**config.mk**
```make
export PLATFORM = sky130hd
export DESIGN_NAME = thermo_peak_ctrl
export DESIGN_NICKNAME = d
export VERILOG_FILES = /design/src/rtl/thermo_peak_ctrl.sv
export SDC_FILE = /design/constraint.sdc
export NUM_CORES = 1
export LEC_CHECK = 0
export BUFFER_PORTS_ARGS = -buffer_cell sky130_fd_sc_hd__buf_2
export CAP_MARGIN = 20
export CORE_UTILIZATION = 45
export CTS_BUF_LIST = sky130_fd_sc_hd__clkbuf_2
export DETAILED_ROUTE_END_ITERATION = 8
export GPL_ROUTABILITY_DRIVEN = 0
export GPL_TIMING_DRIVEN = 0
export MAX_ROUTING_LAYER = met4
export PLACE_DENSITY_LB_ADDON = 0.3
export SLEW_MARGIN = 10
export SYNTH_ARGS = -nofsm -noshare
export SYNTH_HDL_FRONTEND = slang
export SYNTH_SLANG_ARGS = --single-unit
```
**constraint.sdc**
```tcl
create_clock -name clk -period 2.89 [get_ports clk]
set_input_delay 0.289 -clock clk [delete_from_list [all_inputs] [get_ports clk]]
set_output_delay 0.289 -clock clk [all_outputs]
set_load 0.005 [all_outputs]
```
**src/rtl/thermo_peak_ctrl.sv**
```systemverilog
// thermo_peak_ctrl: peak-hold/decay level sequencer with a registered thermometer bar.
// Define PEAK_DOT_EN to add dot_mode (single-dot bar instead of filled bar).
module thermo_peak_ctrl #(
  parameter int K         = 3,
  parameter int W         = 7,
  parameter int HOLD_CYC  = 8,
  parameter int DECAY_CYC = 4
) (
  input  logic         clk,
  input  logic         rst,
`ifdef PEAK_DOT_EN
  input  logic         dot_mode,
`endif
  input  logic         in_valid,
  input  logic [K-1:0] in_level,
  output logic         in_ready,
  output logic [K-1:0] level,
  output logic [W-1:0] bar,
  output logic [1:0]   state
);
  localparam int HW = HOLD_CYC > 1 ? $clog2(HOLD_CYC) : 1;
  localparam int DW = DECAY_CYC > 1 ? $clog2(DECAY_CYC) : 1;
  localparam logic [K-1:0] WMAX = K'(W);
  typedef enum logic [1:0] {IDLE = 2'd0, HOLD = 2'd1, DECAY = 2'd2} state_t;
  state_t        state_q, state_d;
  logic [K-1:0]  level_q, level_d, s;
  logic [W-1:0]  bar_q, bar_d;
  logic [HW-1:0] hold_q, hold_d;
  logic [DW-1:0] decay_q, decay_d;
  logic          cap, dot;
  assign in_ready = ~rst;
  assign s        = in_level > WMAX ? WMAX : in_level;
  // equal peaks also capture so the hold restarts
  assign cap      = in_valid && in_ready && s >= level_q && s != '0;
`ifdef PEAK_DOT_EN
  assign dot = dot_mode;
`else
  assign dot = 1'b0;
`endif
  always_comb begin
    state_d = state_q;
    level_d = level_q;
    hold_d  = hold_q;
    decay_d = decay_q;
    if (cap) begin
      state_d = HOLD;
      level_d = s;
      hold_d  = HW'(HOLD_CYC - 1);
    end else if (state_q == HOLD) begin
      if (hold_q == '0) begin
        state_d = DECAY;
        decay_d = DW'(DECAY_CYC - 1);
      end else begin
        hold_d = hold_q - HW'(1);
      end
    end else if (state_q == DECAY) begin
      if (decay_q != '0) begin
        decay_d = decay_q - DW'(1);
      end else begin
        decay_d = DW'(DECAY_CYC - 1);
        level_d = level_q == '0 ? '0 : level_q - K'(1);
        state_d = level_q <= K'(1) ? IDLE : DECAY;
      end
    end
  end
  always_comb begin
    bar_d = '0;
    for (int i = 0; i < W; i++)
      bar_d[i] = dot ? (32'(level_d) == i + 1) : (32'(level_d) > i);
  end
  always_ff @(posedge clk or posedge rst) begin
    if (rst) begin
      state_q <= IDLE;
      level_q <= '0;
      bar_q   <= '0;
      hold_q  <= '0;
      decay_q <= '0;
    end else begin
      state_q <= state_d;
      level_q <= level_d;
      bar_q   <= bar_d;
      hold_q  <= hold_d;
      decay_q <= decay_d;
    end
  end
  assign level = level_q;
  assign bar   = bar_q;
  assign state = state_q;
endmodule

```
==> impl_results.md, run 1 <==
* Crit path from: in_level[2]
* DRC at 0
* Layout cells sized above 1 at 0.306
* Main combinational cell family by area after synthesis: simple AND/OR/NAND/NOR gates
* Initial core utilization at 0.483
* Critical path's slowest cell: dlygate4sd3_1
* Leakage power at 0.671 nW
* Status: finished clean
* CTS max path bufs at 2
* Post-synth ARST share at 1.00
* Synth Area in Simple Gates at 0.157
* Core area at 0.00225 mm²
* Post-synthesis adder-cell area fraction at 0.115
* Setup TNS at 0 ns
* Levels on crit path at 8
* Flop pwr share at 0.353
* Detailed placer's ending HPWL at around 1.5 mm
* WP buf/inv at 3
* Cells after Synth at 100
* Largest net degree at the start of global routing at 20
* Die H at 51.2 µm
* Worst min-delay path category: input port to async pin
* Via count at 801
* Nets@finish at around 140
* Final Util at 0.546
* Power density cells at roughly 990 mW/mm²
* Final hold vios at 0
* Mux contribution to synthesized area at 0.134
* CTS buffer count at 3
* Post-placement cell count at 145
* DRT Pass-1 Iters at 4
* Synthesis-stage register bit count at 17
* Pint at 717 µW
* Reg-to-reg setup timing slack at ~1.1 ns
* Maximum clock rate at 547 MHz
* MaxCap Viol Count at 0
* Crit Path Class: input port to register
* Number of synthesized flops with an enable pin at 0
* Die Area at 0.00262 mm²
* Port Buf Inserts at 17
* First-pass GRT wire length at 3.59 mm
* # diodes at 0
* Post-DRT Antenna Nets at 0
* Fin crit share at 0.632
* Initial antenna violation count at 0
* CP arrival at 2.05 ns
* R2R depth at 7
* Ys flop type: dfrtp_1
* Clk pin slew, worst setup/hold paths at 0.18 ns
* Crit path max fanout at 10
* Clock Power Share at 0.092
* FP Rows at 17
* 1st-iter DRT viols at 16
* Via-per-instance ratio at 5.38
* Post-Route WL at 1.98 mm
* Combinational share of power at 0.555
* Syn Nets at 116
* Synthesized area at about 0.0011 mm²
* # IOs at 19
* Non-Filler Instances at 149
* Final Setup Violations at 0
* Synth cell types at 35
* Reg2reg start: level[2]
* CP endpoint kind: register
* Die X-Extent at 51.2 µm
* Avg Cell Area, Syn at roughly 11 µm²
* Relative max-transition margin at 0.534
* Clock Skew at 0.0185 ns
* CTS tree: yes
* Grt ovf at 0
* Vias in the first global route at 781
* Period minus WS final at 1.83 ns
* Sequential fraction of the synthesis area at 0.391
* Slowest stage delay, CP at 0.55 ns
* CP startpoint kind: input port
* CP delay by family, top: buffers and inverters
* Storage element area at 425 µm²
* Synth Area in Compound Gates at 0.108
* Fill cell count at 222
* Root Driver: clkbuf_2
* Post-Place Setup Slack at between 0.7 and 0.8 ns
* # resized after CTS at 0
* Worst-path cell chain: buf_6, dlygate4sd3_1, ha_1, a21oi_1, o21ai_2, nand2_4, buf_12, mux2i_1
* RSZ-0062 raised after global routing: false
* Hold Buf Count CTS at 0
* Overall Global Routing Usage at 0.191
* Req. time, crit path at 3.11 ns
* Final Slew Violations at 0
* Area Overhead vs Synth at 13.1%
* Worst Max-Slew Pin Slew at 0.698 ns
* XOR/XNOR share of the synthesized area at 0.00805
* H-Tree Level Count at 1
* Worst-skew pair later-pin latency at 0.31 ns
* Worst setup margin at 1.06 ns
* Switching Share at 0.410
* Post-CTS setup buffers at 0
* P_sw at 498 µW
* Clock sink count at 17
* Avg WL per Cell at 13.3 µm
* Area of the multi-input gates at roughly 570 µm²
* Max VDD drop at 0.516 mV
* Synth Warn # at 0
worst register-to-register path, cell delays in order, from the launching register on:
cell	delay (ns)
dfrtp_1	0.47
inv_1	0.11
ha_1	0.32
a21oi_1	0.18
o21ai_2	0.12
nand2_4	0.14
buf_12	0.14
mux2i_1	0.22
layout make-up:
type	instances	area share
plain buffers	4	0.0366
clock buffers	3	0.0122
clock inverters	1	0.00610
inverters	13	0.0396
multi-input cells	66	0.462
flip-flops and latches	17	0.346
well taps	28	0.0285
repair buffers	17	0.0691
power by group through the flow:
stage / clock, mW / combinational, mW / sequential (mW)
finish: 0.111 / 0.675 / 0.429
global route: 0.124 / 0.773 / 0.443
CTS: 0.116 / 0.688 / 0.430
detailed placement: 0 / 0.683 / 0.434
global placement: 0 / 0.652 / 0.426
floorplan: 0 / 0.488 / 0.429
registers in the layout, summed over array words and instances, names as in the netlist:
| register | flops |
|---|---|
| state | 2 |
| bar | 7 |
| decay_q | 2 |
| level | 3 |
| hold_q | 3 |
placed cells by master, fill, tap and decap left out, types with 2 or more instances in the layout:
cell type	Yosys	routed
dfrtp_1	17	17
buf_2	0	17
mux2_2	4	4
ha_1	10	10
nand2_1	8	8
clkbuf_2	0	3
mux2i_1	5	5
a21oi_1	4	4
a2bb2oi_1	2	2
inv_1	13	13
nor2_1	3	3
nand2b_1	2	2
o211ai_1	2	2
nand3_1	3	3
o21ai_0	5	5
cells in the mapped netlist, types with 2 or more instances:
master | instances | area (µm²)
a21oi_1 | 4 | 20.0
a2bb2oi_1 | 2 | 17.5
dfrtp_1 | 17 | 425
ha_1 | 10 | 125
inv_1 | 13 | 48.8
mux2_2 | 4 | 45.0
mux2i_1 | 5 | 50.1
nand2_1 | 8 | 30.0
nand2b_1 | 2 | 12.5
nand3_1 | 3 | 15.0
nor2_1 | 3 | 11.3
o211ai_1 | 2 | 15.0
o21ai_0 | 5 | 25.0
through the flow:
stage	instance area [µm²]	power, mW	hold WS, ns
global placement	1210	1.08	0.419
global route	1230	1.34	0.110
detailed placement	1210	1.12	0.436
CTS	1230	1.23	0.0584
floorplan	1090	0.917	0.248
finish	1230	1.21	0.0463
kinds of logic (layout without fill, tap and decap cells):
| group | Yosys count | count (layout) |
|---|---|---|
| flip-flops | 17 | 17 |
| AO/OA/AOI/OAI | 16 | 16 |
| multiplexers | 12 | 12 |
| AND/OR/NAND/NOR | 27 | 27 |
| XOR/XNOR | 1 | 1 |
| adder cells (fa/ha/maj) | 10 | 10 |
| buffers and inverters | 17 | 38 |
per-layer routing:
metal / track usage / vias up / wire, µm
met1: 0.234 / 391 / 892
met2: 0.314 / 26 / 989
met4: 0.0370 / 0 / 0
li1: - / 384 / -
met3: 0.0536 / 0 / 94
met5: - / - / 0
path summary, 6_finish.rpt:
path | endpoint
max in group asynchronous | state[1]
max | bar[2]
min in group clk | bar[5]
min | bar[4]
max reg2reg | bar[2]
min reg2reg | hold_q[2]
Note: power is estimated with default switching activity, not from simulation.
==> run 2: changes to the inputs <==
--- a/config.mk
+++ b/config.mk
@@ -5,6 +5,7 @@
 export SDC_FILE = /design/constraint.sdc
 export NUM_CORES = 1
 export LEC_CHECK = 0
+export ABC_AREA = 1
 export BUFFER_PORTS_ARGS = -buffer_cell sky130_fd_sc_hd__buf_2
 export CAP_MARGIN = 20
 export CORE_UTILIZATION = 45
==> constraint.sdc (replaced) <==
create_clock -name clk -period 1.6 [get_ports clk]
set_input_delay 0.16 -clock clk [delete_from_list [all_inputs] [get_ports clk]]
set_output_delay 0.16 -clock clk [all_outputs]
set_load 0.005 [all_outputs]
==> run 2 against run 1 <==
Against the previous run:
- clock power is 79% higher
- routed wire length is 6.8% higher
- design area is 12% higher
==> impl_results.md, run 2 <==
* Status: finished clean (unchanged)
* Final hold vios at 0 (unchanged)
* Worst setup margin at 0.0740 ns (was 1.06 ns)
* Placed cell areas at 0.00116 mm² (was 0.00121 mm²)
* CP arrival at 1.75 ns (was 2.05 ns)
* Clock sink count at 17 (unchanged)
* Crit Path Class: register to register (was input port to register)
* Req. time, crit path at 1.82 ns (was 3.11 ns)
* H-Tree Level Count at 1 (unchanged)
* Fin crit share at 0.954
* Layout cells sized above 1 at 0.434 (was 0.306)
* MaxCap Viol Count at 0 (unchanged)
* Port Buf Inserts at 18 (was 17)
* Post-synth top cells: nand2_1 (31), inv_1 (25), dfrtp_1 (17), ha_1 (10), nand3_1 (9) (was dfrtp_1 (17), inv_1 (13), ha_1 (10), nand2_1 (8))
* Hold Worst Slack at 0.163 ns (was 0.0463 ns)
* Max reg flops at 7 (unchanged)
* Die H at 50.0 µm (was 51.2 µm)
* FP Rows at 16 (was 17)
* Avg WL per Cell at 11.3 µm (was 13.3 µm)
* Core area at 0.00206 mm² (was 0.00225 mm²)
* Setup TNS at 0 ns (unchanged)
* Synth Warn # at 0 (unchanged)
* Reg-to-reg setup timing slack at 0.07 ns (was 1.10 ns)
* # diodes at 0 (unchanged)
* Post-synth ARST share at 1.00 (unchanged)
* Post-DRT Antenna Nets at 0 (unchanged)
* Avg Cell Area, Syn at 8.08 µm² (was 10.9 µm²)
* Root Driver: clkbuf_2 (unchanged)
* Post-Layout Inst Area at 0.00138 mm² (was 0.00123 mm²)
* Reg2reg start: level[2] (unchanged)
* Initial antenna violation count at 0 (unchanged)
* Vias in the first global route at 804 (was 781)
* Nets@finish at 176 (was 138)
* Commonest cells after routing, fill and taps aside: nand2_1 (23), inv_1 (22), buf_2 (18), dfrtp_1 (16), nand2_2 (13) (was dfrtp_1 (17), buf_2 (17), inv_1 (13), ha_1 (10), nand2_1 (8))
* Initial core utilization at 0.502 (was 0.483)
* Post-Place Setup Slack at -0.123 ns (was 0.722 ns)
* First-pass GRT wire length at 3.21 mm (was 3.59 mm)
* Crit path max fanout at 5 (was 10)
* Worst min-delay path category: input port to register (was input port to async pin)
* Maximum clock rate at between 600 and 700 MHz
* Clock Skew at 0.00607 ns (was 0.0185 ns)
* # IOs at 19 (unchanged)
* Die Area at 0.00250 mm² (was 0.00262 mm²)
* R2R depth at 12 (was 7)
* Leakage power at 0.752 nW (was 0.671 nW)
* CP endpoint: bar[2] (unchanged)
* CTS buffer count at 3 (unchanged)
* Share of the synthesized area in the top cell type at 0.411 (was 0.391)
* Worst Max-Slew Pin Slew at 0.752 ns (was 0.698 ns)
* RSZ-0062 raised after global routing: true (was false)
* Sequential fraction of the synthesis area at 0.411 (was 0.391)
* Critical path's slowest cell: dfrtp_1 (was dlygate4sd3_1)
* CP endpoint kind: register (unchanged)
* Area Overhead vs Synth at 33.3% (was 13.1%)
* Clk pin slew, worst setup/hold paths at 0.17 ns (was 0.18 ns)
* CTS tree: yes (unchanged)
* Detailed placer's ending HPWL at 1.37 mm (was 1.49 mm)
* 1st-iter DRT viols at 9 (was 16)
* Final Slew Violations at 0 (unchanged)
* Ranking of synthesized cells by area: dfrtp_1 (41%), ha_1 (12%), nand2_1 (11%), inv_1 (9.1%), nand2_2 (4.8%) (was dfrtp_1 (39%), ha_1 (11%), mux2i_1 (4.6%), inv_1 (4.5%), mux2_2 (4.1%))
* CTS max path bufs at 2 (unchanged)
* Synthesized area at 0.00103 mm² (was 0.00109 mm²)
* Syn Nets at 144 (was 116)
* Cells after Synth at 128 (was 100)
* Max VDD drop at 1.09 mV (was 0.516 mV)
* Power density cells at 1860 mW/mm² (was 987 mW/mm²)
* Overall Global Routing Usage at 0.177 (was 0.191)
* CP most frequent cell: nand2_4
* Grt ovf at 0 (unchanged)
* Final Setup Violations at 0 (unchanged)
* R2r endpoint: bar[2] (unchanged)
* DRC at 0 (unchanged)
* Via-per-instance ratio at 4.78 (was 5.38)
* Synth cell types at 20 (was 35)
* Slowest stage delay, CP at 0.40 ns (was 0.55 ns)
* Synthesis-stage register bit count at 17 (unchanged)
* Die X-Extent at 50.0 µm (was 51.2 µm)
* DRT Pass-1 Iters at 4 (unchanged)
* CP startpoint kind: register (was input port)
* Worst-path cell chain: inv_2, ha_4, nand2_2, inv_2, nand2_2, nand2_4, nand2_4, clkbuf_16, nand2_4, nand2_4, nand2_1, nand2_1 (was buf_6, dlygate4sd3_1, ha_1, a21oi_1, o21ai_2, nand2_4, buf_12, mux2i_1)
* Yosys top cell by area: dfrtp_1 (unchanged)
* Ys flop type: dfrtp_1 (unchanged)
* Count leader, synth: nand2_1 (was dfrtp_1)
* Largest net degree at the start of global routing at 18 (was 20)
* Final Util at 0.669 (was 0.546)
* Period minus WS final at 1.53 ns
* Number of synthesized flops with an enable pin at 0 (unchanged)
* Crit path from: level[2] (was in_level[2])
* Post-Route WL at 2.11 mm (was 1.98 mm)
* Worst-skew pair later-pin latency at 0.31 ns (about the same)
* Commonest non-fill, non-tap cell in the layout: nand2_1
* Via count at 889 (was 801)
* Relative max-transition margin at 0.497 (was 0.534)
run 2: cell types whose count changed in the layout (fill, tap and decap cells not counted), moves of 4 or more:
cell,delta
inv_1,+9
nand2_1,+15
inv_2,+5
mux2i_1,-5
a21oi_1,-4
nand2_4,+4
o21ai_1,+5
nand2_2,+13
mux2_2,-4
nand3_1,+5
ha_1,-5
buf_4,+6
run 2: through the flow:
step / instances / power (mW)
after floorplan: 128 / 1.62
after global placement: 173 / 1.88
after detailed placement: 173 / 1.94
after CTS: 182 / 2.24
after global routing: 186 / 2.81
final: 186 / 2.56
run 2: what timing repair did:
| action | in CTS | in global routing |
|---|---|---|
| gates resized for setup | 2 | 29 |
| setup endpoints to repair | 12 | 13 |
| cloned | 0 | 1 |
| hold buffers | 1 | 0 |
| pin swaps | 2 | 12 |
| hold endpoints to repair | 17 | 0 |
| setup buffers | 4 | 3 |
run 2: report_power, final:
group / internal (mW) / switching (mW)
logic: 0.708 / 0.936
registers: 0.631 / 0.0894
clock network: 0.0583 / 0.141
total: 1.40 / 1.17
run 2: worst min path at each step:
stage / start / to / slack, ns / cells past startpoint
finish: in_level[1] / level[1] / 0.16 / 3
global route: in_level[1] / level[1] / 0.15 / 3
CTS: in_level[0] / level[0] / 0.13 / 3
detailed placement: rst / bar[5] / 0.29 / 2
global placement: rst / bar[5] / 0.28 / 2
floorplan: rst / bar[0] / 0.12 / 1
run 2: kinds of logic (layout without fill, tap and decap cells):
| group | after synthesis | count (layout) | share of synthesized area |
|---|---|---|---|
| flops | 17 | 17 | 0.411 |
| simple gates | 60 | 60 | 0.281 |
| fa+ha+maj | 10 | 10 | 0.121 |
| compound gates | 11 | 11 | 0.0665 |
| buf+inv | 30 | 61 | 0.121 |
run 2: area by class of cell:
class	count	area (µm²)
fillers	161	683
inverters	27	101
clock inverters	1	7.51
clock buffers	3	15.0
well taps	27	33.8
flip-flops and latches	17	427
multi-input cells	81	586
repair buffers	27	181
plain buffers	3	27.5
run 2: metal layers:
layer | GRT usage | wire length [µm]
met1 | 0.191 | 886
met2 | 0.320 | 1130
met3 | 0.0463 | 71
met4 | 0.0429 | 24
met5 | - | 0
run 2: worst max-delay path: cells and delay by family (launching register included):
| family | cells | cell delay, ns |
|---|---|---|
| fa+ha+maj | 1 | 0.28 |
| buf+inv | 3 | 0.26 |
| flops | 1 | 0.40 |
| simple gates | 8 | 0.49 |
==> run 3: changes to the inputs <==
==> constraint.sdc (replaced) <==
create_clock -name clk -period 1.8 [get_ports clk]
set_input_delay 0.18 -clock clk [delete_from_list [all_inputs] [get_ports clk]]
set_output_delay 0.18 -clock clk [all_outputs]
set_load 0.005 [all_outputs]
==> run 3 against run 2 <==
Against the previous run:
- flip-flop and latch count did not move
- total power fell by 22%
- sequential share of layout area rose by 3.3 points
- sequential power fell by 7.6%
- combinational power fell by 29%
- die area did not move
- maximum frequency fell by 10%
- clock-buffer cell count did not move
- critical path depth fell by 3
- clock skew rose by 0.0038 ns
- largest cell class unchanged
- register-to-register slack improved by 0.03 ns
==> impl_results.md, run 3 (same netlist as run 2, synthesis figures left out) <==
* Status: finished clean (unchanged)
* CTS tree: yes (unchanged)
* DRT Pass-1 Iters at 4 (unchanged)
* Nets@finish at 172 (was 176)
* # IOs at 19 (unchanged)
* MaxCap Viol Count at 0 (unchanged)
* Crit path max fanout at 10 (was 5)
* Largest net degree at the start of global routing at 18 (unchanged)
* Detailed placer's ending HPWL at 1.37 mm (about the same)
* First-pass GRT wire length at 3.28 mm (was 3.21 mm)
* Worst-skew pair later-pin latency at 0.30 ns (was 0.31 ns)
* Hold Worst Slack at 0.165 ns (was 0.163 ns)
* Core area at 0.00206 mm² (unchanged)
* Root Driver: clkbuf_2 (unchanged)
* H-Tree Level Count at 1 (unchanged)
* Grt ovf at 0 (unchanged)
* # diodes at 0 (unchanged)
* Worst min-delay path category: input port to register (unchanged)
* Initial antenna violation count at 0 (unchanged)
* CTS max path bufs at 2 (unchanged)
* Final hold vios at 0 (unchanged)
* Final Slew Violations at 0 (unchanged)
* Clock sink count at 17 (unchanged)
* CP endpoint kind: register (unchanged)
* Relative max-transition margin at 0.512 (was 0.497)
* Commonest cells after routing, fill and taps aside: nand2_1 (30), inv_1 (25), buf_2 (18), dfrtp_1 (16) (was nand2_1 (23), inv_1 (22), buf_2 (18), dfrtp_1 (16), nand2_2 (13))
* Setup TNS at 0 ns (unchanged)
* Max VDD drop at 1.00 mV (was 1.09 mV)
* Area Overhead vs Synth at 20.3% (was 33.3%)
* Req. time, crit path at 2.00 ns (was 1.82 ns)
* DRC at 0 (unchanged)
* Avg WL per Cell at 10.7 µm (was 11.3 µm)
* Port Buf Inserts at 18 (unchanged)
* CP arrival at 1.89 ns (was 1.75 ns)
* Die H at 50.0 µm (unchanged)
* Fin crit share at 0.942 (was 0.954)
* Worst Max-Slew Pin Slew at 0.729 ns (was 0.752 ns)
* Clk pin slew, worst setup/hold paths at 0.17 ns (about the same)
* Layout cells sized above 1 at 0.310 (was 0.434)
* Max reg flops at 7 (unchanged)
* Initial core utilization at 0.502 (unchanged)
* Via count at 857 (was 889)
* Leakage power at 0.722 nW (was 0.752 nW)
* Overall Global Routing Usage at 0.177 (about the same)
* 1st-iter DRT viols at 12 (was 9)
* Commonest non-fill, non-tap cell in the layout: nand2_1 (unchanged)
* Final Setup Violations at 0 (unchanged)
* Power density cells at 1610 mW/mm² (was 1860 mW/mm²)
* CP startpoint kind: register (unchanged)
* Die X-Extent at 50.0 µm (unchanged)
* Crit Path Class: register to register (unchanged)
* Via-per-instance ratio at 4.71 (was 4.78)
* FP Rows at 16 (unchanged)
* Die Area at 0.00250 mm² (unchanged)
* CTS buffer count at 3 (unchanged)
* Clock Skew at 0.00982 ns (was 0.00607 ns)
* Post-Route WL at 1.94 mm (was 2.11 mm)
* Pwr Total at 2.00 mW (was 2.56 mW)
* Maximum clock rate at 590 MHz (was 655 MHz)
* Post-DRT Antenna Nets at 0 (unchanged)
* Vias in the first global route at 812 (was 804)
* Period minus WS final at 1.70 ns (was 1.53 ns)
## run 3: cell count changes in the layout (fill, tap and decap cells not counted), moves of 2 or more
cell	delta
buf_4	-2
ha_1	+4
ha_2	-3
inv_1	+3
inv_2	-3
nand2_1	+7
nand2_2	-4
nand2_4	-3
nor2_1	+2
o21ai_0	+3
o21ai_1	-3
## run 3: final cells by class
| cell class | count | area (µm²) |
|---|---|---|
| Fill cell | 180 | 817 |
| Multi-Input combinational cell | 81 | 503 |
| Sequential cell | 17 | 427 |
| Timing Repair Buffer | 23 | 130 |
| Inverter | 27 | 101 |
| Tap cell | 27 | 33.8 |
| Buffer | 3 | 27.5 |
| Clock buffer | 3 | 15.0 |
| Clock inverter | 1 | 7.51 |
## run 3: worst paths after layout
kind                               to   startpoint  slack, ns  cells after the start
max in group asynchronous    level[1]          rst       0.68                      3
hold reg to reg            decay_q[1]   decay_q[1]       0.54                      2
setup / recovery           decay_q[0]     level[2]       0.10                      9
min in group asynchronous      bar[1]          rst       0.63                      3
setup reg to reg           decay_q[0]     level[2]       0.10                      9
hold / removal               level[0]  in_level[0]       0.16                      3
## run 3: critical path, cell delays in order, from the launching register on
cell	delay (ns)
dfrtp_1	0.45
inv_1	0.14
ha_4	0.23
a21oi_2	0.16
nand2_2	0.12
nand2_4	0.11
buf_8	0.14
nand3_2	0.11
nand2_1	0.08
o21ai_1	0.06
## run 3: timing repair
| action | 4_1_cts | 5_1_grt |
|---|---|---|
| setup buffers | 0 | 4 |
| endpoints found under the hold margin | 17 | 0 |
| hold buffers | 1 | 0 |
| setup endpoints to repair | 0 | 10 |
| resized for setup | 0 | 5 |
## run 3: stage by stage
step | cells | area (µm²) | worst slack (ns) | util
floorplan | 128 | 1030 | 0.193 | -
global placement | 173 | 1160 | 0.0731 | 0.562
detailed placement | 173 | 1160 | 0.0332 | 0.562
CTS | 178 | 1190 | 0.00137 | 0.578
global route | 182 | 1240 | -0.0119 | 0.604
finish | 182 | 1240 | 0.104 | 0.604
## run 3: per-layer routing
metal / global-route usage / routed length (µm) / share of wire / vias to the layer above
met5: - / 0 / 0 / -
met1: 0.213 / 875 / 0.45 / 401
met4: 0.0143 / 8 / 0.0041 / 0
met3: 0.0463 / 69 / 0.036 / 2
li1: - / - / - / 441
met2: 0.306 / 989 / 0.51 / 13
## run 3: where the power goes
group / internal, mW / switching [mW]
Clock: 0.0519 / 0.122
Combinational: 0.483 / 0.680
Sequential: 0.561 / 0.104
Total: 1.10 / 0.906
